### config.mk
export PLATFORM = sky130hd
export DESIGN_NAME = par_to_ser_flat
export DESIGN_NICKNAME = d
export VERILOG_FILES = /design/src/rtl/par_to_ser_pkg.sv /design/src/rtl/par_to_ser_if.sv /design/src/rtl/par_to_ser_hold.sv /design/src/rtl/par_to_ser.sv /design/src/flat_wrapper.sv
export SDC_FILE = /design/constraint.sdc
export NUM_CORES = 1
export LEC_CHECK = 0
export CORE_MARGIN = 5
export CORE_UTILIZATION = 49
export CTS_CLUSTER_SIZE = 24
export DETAILED_ROUTE_END_ITERATION = 8
export PLACE_DENSITY = 0.77
export SLEW_MARGIN = 0
export SYNTH_ARGS = -nofsm -noshare
export SYNTH_HDL_FRONTEND = slang
export SYNTH_SLANG_ARGS = --single-unit
### constraint.sdc
create_clock -name clk -period 1.7 [get_ports clk]
set_input_delay 0.17 -clock clk [delete_from_list [all_inputs] [get_ports clk]]
set_output_delay 0.17 -clock clk [all_outputs]
set_load 0.1 [all_outputs]
### src/rtl/par_to_ser_pkg.sv
// Shared types and frame-length helper for the parallel-to-serial stage.
// Build option PISO_PARITY_EN appends an even-parity bit to every frame.
package par_to_ser_pkg;

  typedef enum logic {
    IDLE  = 1'b0,
    SHIFT = 1'b1
  } piso_state_t;

`ifdef PISO_PARITY_EN
  localparam bit PARITY_EN = 1'b1;
`else
  localparam bit PARITY_EN = 1'b0;
`endif

  function automatic int frame_len(int w, bit par);
    return w + int'(par);
  endfunction

endpackage

### src/rtl/par_to_ser_if.sv
// Word-side handshake and serial-side outputs of par_to_ser.
// slave is the serializer's view; master is the source/monitor view.
interface par_to_ser_if #(
  parameter int DATA_WIDTH = 4
);
  logic [DATA_WIDTH-1:0] in_data;
  logic                  in_valid;
  logic                  in_ready;
  logic                  ser_dout;
  logic                  ser_valid;
  logic                  ser_sof;
  logic                  busy;

  modport master (
    output in_data, in_valid,
    input  in_ready, ser_dout, ser_valid, ser_sof, busy
  );

  modport slave (
    input  in_data, in_valid,
    output in_ready, ser_dout, ser_valid, ser_sof, busy
  );
endinterface

### src/rtl/par_to_ser_hold.sv
// One-entry holding register that parks a word accepted mid-frame
// until the shifter finishes the current frame.
module par_to_ser_hold
  import par_to_ser_pkg::*;
#(
  parameter int DATA_WIDTH = 4
) (
  input  logic                  clk,
  input  logic                  rst_tb,
  input  logic                  load_i,
  input  logic                  pop_i,
  input  logic [DATA_WIDTH-1:0] data_i,
  output logic [DATA_WIDTH-1:0] data_o,
  output logic                  full_o
);

  logic [DATA_WIDTH-1:0] data_q, data_d;
  logic                  full_q, full_d;

  always_ff @(posedge clk or negedge rst_tb) begin
    if (!rst_tb) begin
      data_q <= '0;
      full_q <= 1'b0;
    end else begin
      data_q <= data_d;
      full_q <= full_d;
    end
  end

  // load and pop are mutually exclusive: loads only happen while empty
  always_comb begin
    data_d = data_q;
    full_d = full_q;
    if (load_i) begin
      data_d = data_i;
      full_d = 1'b1;
    end else if (pop_i) begin
      full_d = 1'b0;
    end
  end

  assign data_o = data_q;
  assign full_o = full_q;

endmodule

### src/rtl/par_to_ser.sv
// Parallel-in serial-out stage, MSB first, gapless back-to-back frames.
// Build option PISO_PARITY_EN adds an even-parity bit after the LSB.
//
// state | meaning
// IDLE  | no frame in flight, serial outputs low
// SHIFT | driving frame bit bit_cnt on ser_dout
module par_to_ser
  import par_to_ser_pkg::*;
#(
  parameter int DATA_WIDTH = 4
) (
  input  logic         clk,
  input  logic         rst_tb,
  par_to_ser_if.slave  bus
);

  localparam int FRAME = frame_len(DATA_WIDTH, PARITY_EN);
  localparam int CNT_W = $clog2(FRAME);
  localparam logic [CNT_W-1:0] CNT_LAST = CNT_W'(FRAME - 1);

  piso_state_t           state_q, state_d;
  logic [CNT_W-1:0]      cnt_q, cnt_d;
  logic [DATA_WIDTH-1:0] shift_q, shift_d;
  logic                  dout_q, dout_d;
  logic                  valid_q, valid_d;
  logic                  sof_q, sof_d;
`ifdef PISO_PARITY_EN
  logic                  par_q, par_d;
`endif

  logic                  hold_load, hold_pop, hold_full;
  logic [DATA_WIDTH-1:0] hold_data;
  logic                  accept;

  par_to_ser_hold #(.DATA_WIDTH(DATA_WIDTH)) u_hold (
    .clk    (clk),
    .rst_tb (rst_tb),
    .load_i (hold_load),
    .pop_i  (hold_pop),
    .data_i (bus.in_data),
    .data_o (hold_data),
    .full_o (hold_full)
  );

  assign accept = bus.in_valid && !hold_full;

  always_ff @(posedge clk or negedge rst_tb) begin
    if (!rst_tb) begin
      state_q <= IDLE;
      cnt_q   <= '0;
      shift_q <= '0;
      dout_q  <= 1'b0;
      valid_q <= 1'b0;
      sof_q   <= 1'b0;
`ifdef PISO_PARITY_EN
      par_q   <= 1'b0;
`endif
    end else begin
      state_q <= state_d;
      cnt_q   <= cnt_d;
      shift_q <= shift_d;
      dout_q  <= dout_d;
      valid_q <= valid_d;
      sof_q   <= sof_d;
`ifdef PISO_PARITY_EN
      par_q   <= par_d;
`endif
    end
  end

  always_comb begin
    state_d   = state_q;
    cnt_d     = cnt_q;
    shift_d   = shift_q;
    hold_load = 1'b0;
    hold_pop  = 1'b0;
`ifdef PISO_PARITY_EN
    par_d     = par_q;
`endif
    case (state_q)
      IDLE: begin
        if (accept) begin
          state_d = SHIFT;
          cnt_d   = '0;
          shift_d = bus.in_data;
`ifdef PISO_PARITY_EN
          par_d   = ^bus.in_data;
`endif
        end
      end
      SHIFT: begin
        if (cnt_q == CNT_LAST) begin
          // a parked word wins over a fresh offer; in_ready is low then anyway
          if (hold_full) begin
            hold_pop = 1'b1;
            cnt_d    = '0;
            shift_d  = hold_data;
`ifdef PISO_PARITY_EN
            par_d    = ^hold_data;
`endif
          end else if (accept) begin
            cnt_d   = '0;
            shift_d = bus.in_data;
`ifdef PISO_PARITY_EN
            par_d   = ^bus.in_data;
`endif
          end else begin
            state_d = IDLE;
            cnt_d   = '0;
            shift_d = '0;
          end
        end else begin
          cnt_d     = cnt_q + 1'b1;
          shift_d   = {shift_q[DATA_WIDTH-2:0], 1'b0};
          hold_load = accept;
        end
      end
      default: state_d = IDLE;
    endcase
  end

  // outputs are registered from next-state values so they are glitch-free
  always_comb begin
    valid_d = (state_d == SHIFT);
    sof_d   = valid_d && (cnt_d == '0);
    dout_d  = valid_d && shift_d[DATA_WIDTH-1];
`ifdef PISO_PARITY_EN
    if (cnt_d == CNT_LAST) begin
      dout_d = valid_d && par_d;
    end
`endif
  end

  assign bus.ser_dout  = dout_q;
  assign bus.ser_valid = valid_q;
  assign bus.ser_sof   = sof_q;
  assign bus.in_ready  = !hold_full;
  assign bus.busy      = (state_q == SHIFT) || hold_full;

endmodule

### src/flat_wrapper.sv
// flat-port wrapper written by rule: the top's interface ports become plain ports
module par_to_ser_flat import par_to_ser_pkg::*;
#(
  parameter int DATA_WIDTH = 4
)
  (clk, rst_tb, bus_in_data, bus_in_valid, bus_in_ready, bus_ser_dout, bus_ser_valid, bus_ser_sof, bus_busy);
  par_to_ser_if #(.DATA_WIDTH(DATA_WIDTH)) bus_i ();
  input  logic clk;
  input  logic rst_tb;
  input wire logic [$bits(bus_i.in_data)-1:0] bus_in_data;
  input wire logic [$bits(bus_i.in_valid)-1:0] bus_in_valid;
  output wire logic [$bits(bus_i.in_ready)-1:0] bus_in_ready;
  output wire logic [$bits(bus_i.ser_dout)-1:0] bus_ser_dout;
  output wire logic [$bits(bus_i.ser_valid)-1:0] bus_ser_valid;
  output wire logic [$bits(bus_i.ser_sof)-1:0] bus_ser_sof;
  output wire logic [$bits(bus_i.busy)-1:0] bus_busy;
  assign bus_i.in_data = bus_in_data;
  assign bus_i.in_valid = bus_in_valid;
  assign bus_in_ready = bus_i.in_ready;
  assign bus_ser_dout = bus_i.ser_dout;
  assign bus_ser_valid = bus_i.ser_valid;
  assign bus_ser_sof = bus_i.ser_sof;
  assign bus_busy = bus_i.busy;
  par_to_ser #(.DATA_WIDTH(DATA_WIDTH)) u_core (.clk(clk), .rst_tb(rst_tb), .bus(bus_i));
endmodule
==> reports/results.ini <==
[status]
outcome=completed

[global_route]
grt_first_pass_wirelength_um=2350
antenna_found_initial=0
globalRoute.totalOverflow=0
grt_pass1_vias=532
grtUsageTotal=0.152
grt_max_degree=15

[synthesis]
avgSynthCellArea_um2=11.3
ys_seq_elements=14
synth.distinct_cells=25
yosysSeqAreaShare=0.517
yosysWarnings=0
synth.cell_area_um2=678
synth-edff-count=0
syn-num-nets=68
synthArstFlopShare=1.00
synth_ff_type=dfrtp_1
synthCells=60

[sta]
maxSlewHeadroom=0.740
hold_violations=0
setup_viol=0
fin_worst_skew_ns=0.00125
max_freq_mhz=654
rsz0062_at_grt=no
worst_slew_pin_slew_ns=0.390
period_share=0.899
finalWorstPathRequiredPeriod_ns=1.53
fin_tns_setup_ns=0
slew_viol_final=0
worst_slack_ns=0.172

[place]
dp_hpwl_um=934
placed_area_um2=843
dpl_worst_slack_ns=0.0994
gp_congestion=0.796
io_buffers=11

[clocking]
cts.root.buffer_cell=clkbuf_4
clk_pin_slew_ns=0.08
postCtsSetupBuffers=0
clkLatencyLatePin_ns=0.28
clk_path_buf_depth=2
numCtsBuffers=3
clock-sinks=14
h-tree-depth=1
cts_tree=built
holdBufCountCts=0
post_cts_resize_count=0

[min_path]
hold_class=in -> async

[cells_and_area]
drive_above_1_share=0.253
area_growth_pct=29.7
nets=84
antenna_cells=0
final_util=0.676
final_area_um2=880

[routing]
avgRoutedWirePerCell_um=14.6
ant_nets=0
via_per_inst=5.73
first_iter_violations=13
firstDrtPassIters=4
wl_um=1320
drc=0
via_count=516

[setup_path]
cpMaxStageDelayCell=dfrtp_1
cp-start-kind=flop
required_ns=1.53
arrival_ns=1.36
path_cells=clkinvlp_4 > nand2_4 > buf_12
crit_type=reg -> out
slowest_delay_ns=0.58
endpoint_kind=output pin
cp_max_fo=9
rrSetupSlack_ns=0.19

[floorplanning]
rows=13
fp.coreArea_um2=1300
start_util=0.521
die-area_um2=2230
die_w_um=47.2
io_pins=12
dieHeight_um=47.2

[run]
maxCapViolations=0

cell usage after synthesis, types with 2 or more instances:
master | n | share of area
nor2_1 | 4 | 0.022
nand3_1 | 2 | 0.015
a21oi_1 | 6 | 0.044
inv_1 | 4 | 0.022
o21ai_0 | 3 | 0.022
a222oi_1 | 2 | 0.030
dfrtp_1 | 14 | 0.52
nand2b_1 | 2 | 0.018
mux2_1 | 5 | 0.083
nand2_1 | 3 | 0.017
metal layers:
metal,global-route usage,up-vias,wire length [µm]
met3,0.0421,2,126
met4,0.0884,0,6
li1,-,245,-
met5,0,-,0
met2,0.233,23,650
met1,0.192,246,531
registers in the layout (all words and copies together) (netlist names):
| register | flops |
|---|---|
| u_core.u_hold.full_o | 1 |
| u_core.bus.ser_dout | 1 |
| u_core.cnt_q | 2 |
| u_core.shift_q | 4 |
| u_core.bus.ser_sof | 1 |
| u_core.state_q | 1 |
| u_core.u_hold.data_o | 4 |
cell usage in the layout, fill, tap and decap left out, drive strengths merged:
cell           instances
a21oi                  6
a222oi                 2
ha                     1
nand3                  2
clkdlybuf4s50          6
a2bb2oi                1
mux2                   6
dfrtp                 14
nand2b                 3
nand2                  3
a32oi                  1
o21bai                 1
o22ai                  1
buf                    8
clkbuf                 4
inv                    3
mux2i                  1
nor2                   5
a211oi                 1
clkinvlp               1
a21boi                 1
o21ai                  3
nor2b                  1
per-stage QoR:
stage	cells	hold slack (ns)
final	90	0.191
after global routing	90	0.193
after CTS	90	0.191
after detailed placement	86	0.473
after global placement	86	0.465
after floorplan	60	-0.126
path summary, 6_finish.rpt:
path | startpoint | to | cells past startpoint
max | u_core.u_hold.full_o | bus_busy | 3
min | rst_tb | u_core.u_hold.data_o[3] | 2
max reg2reg | u_core.state_q | u_core.bus.ser_dout | 3
min reg2reg | u_core.u_hold.data_o[3] | u_core.u_hold.data_o[3] | 1
max in group asynchronous | rst_tb | u_core.state_q | 2
min in group clk | u_core.u_hold.data_o[3] | u_core.u_hold.data_o[3] | 1
cells by family (layout without fill, tap and decap cells):
| group | Yosys count | in the layout | share of synthesized area |
|---|---|---|---|
| compound gates | 17 | 17 | 0.164 |
| fa+ha+maj | 1 | 1 | 0.0184 |
| buf+inv | 7 | 22 | 0.0572 |
| flops | 14 | 14 | 0.517 |
| mux | 7 | 7 | 0.114 |
| simple gates | 14 | 14 | 0.129 |
critical path, delay by kind of cell (launching register included):
| family | cells | cell delay [ns] |
|---|---|---|
| AND/OR/NAND/NOR | 1 | 0.10 |
| buffers and inverters | 2 | 0.40 |
| flip-flops | 1 | 0.58 |
layout make-up:
type	instances	area (µm²)
multi-input cells	39	297
flip-flops and latches	14	352
inverters	4	18.8
repair buffers	14	158
well taps	15	18.8
fillers	101	422
clock buffers	4	36.3
Power is not shown: default switching activity piles up to over one toggle a cycle in this logic, so the estimate is an artifact.
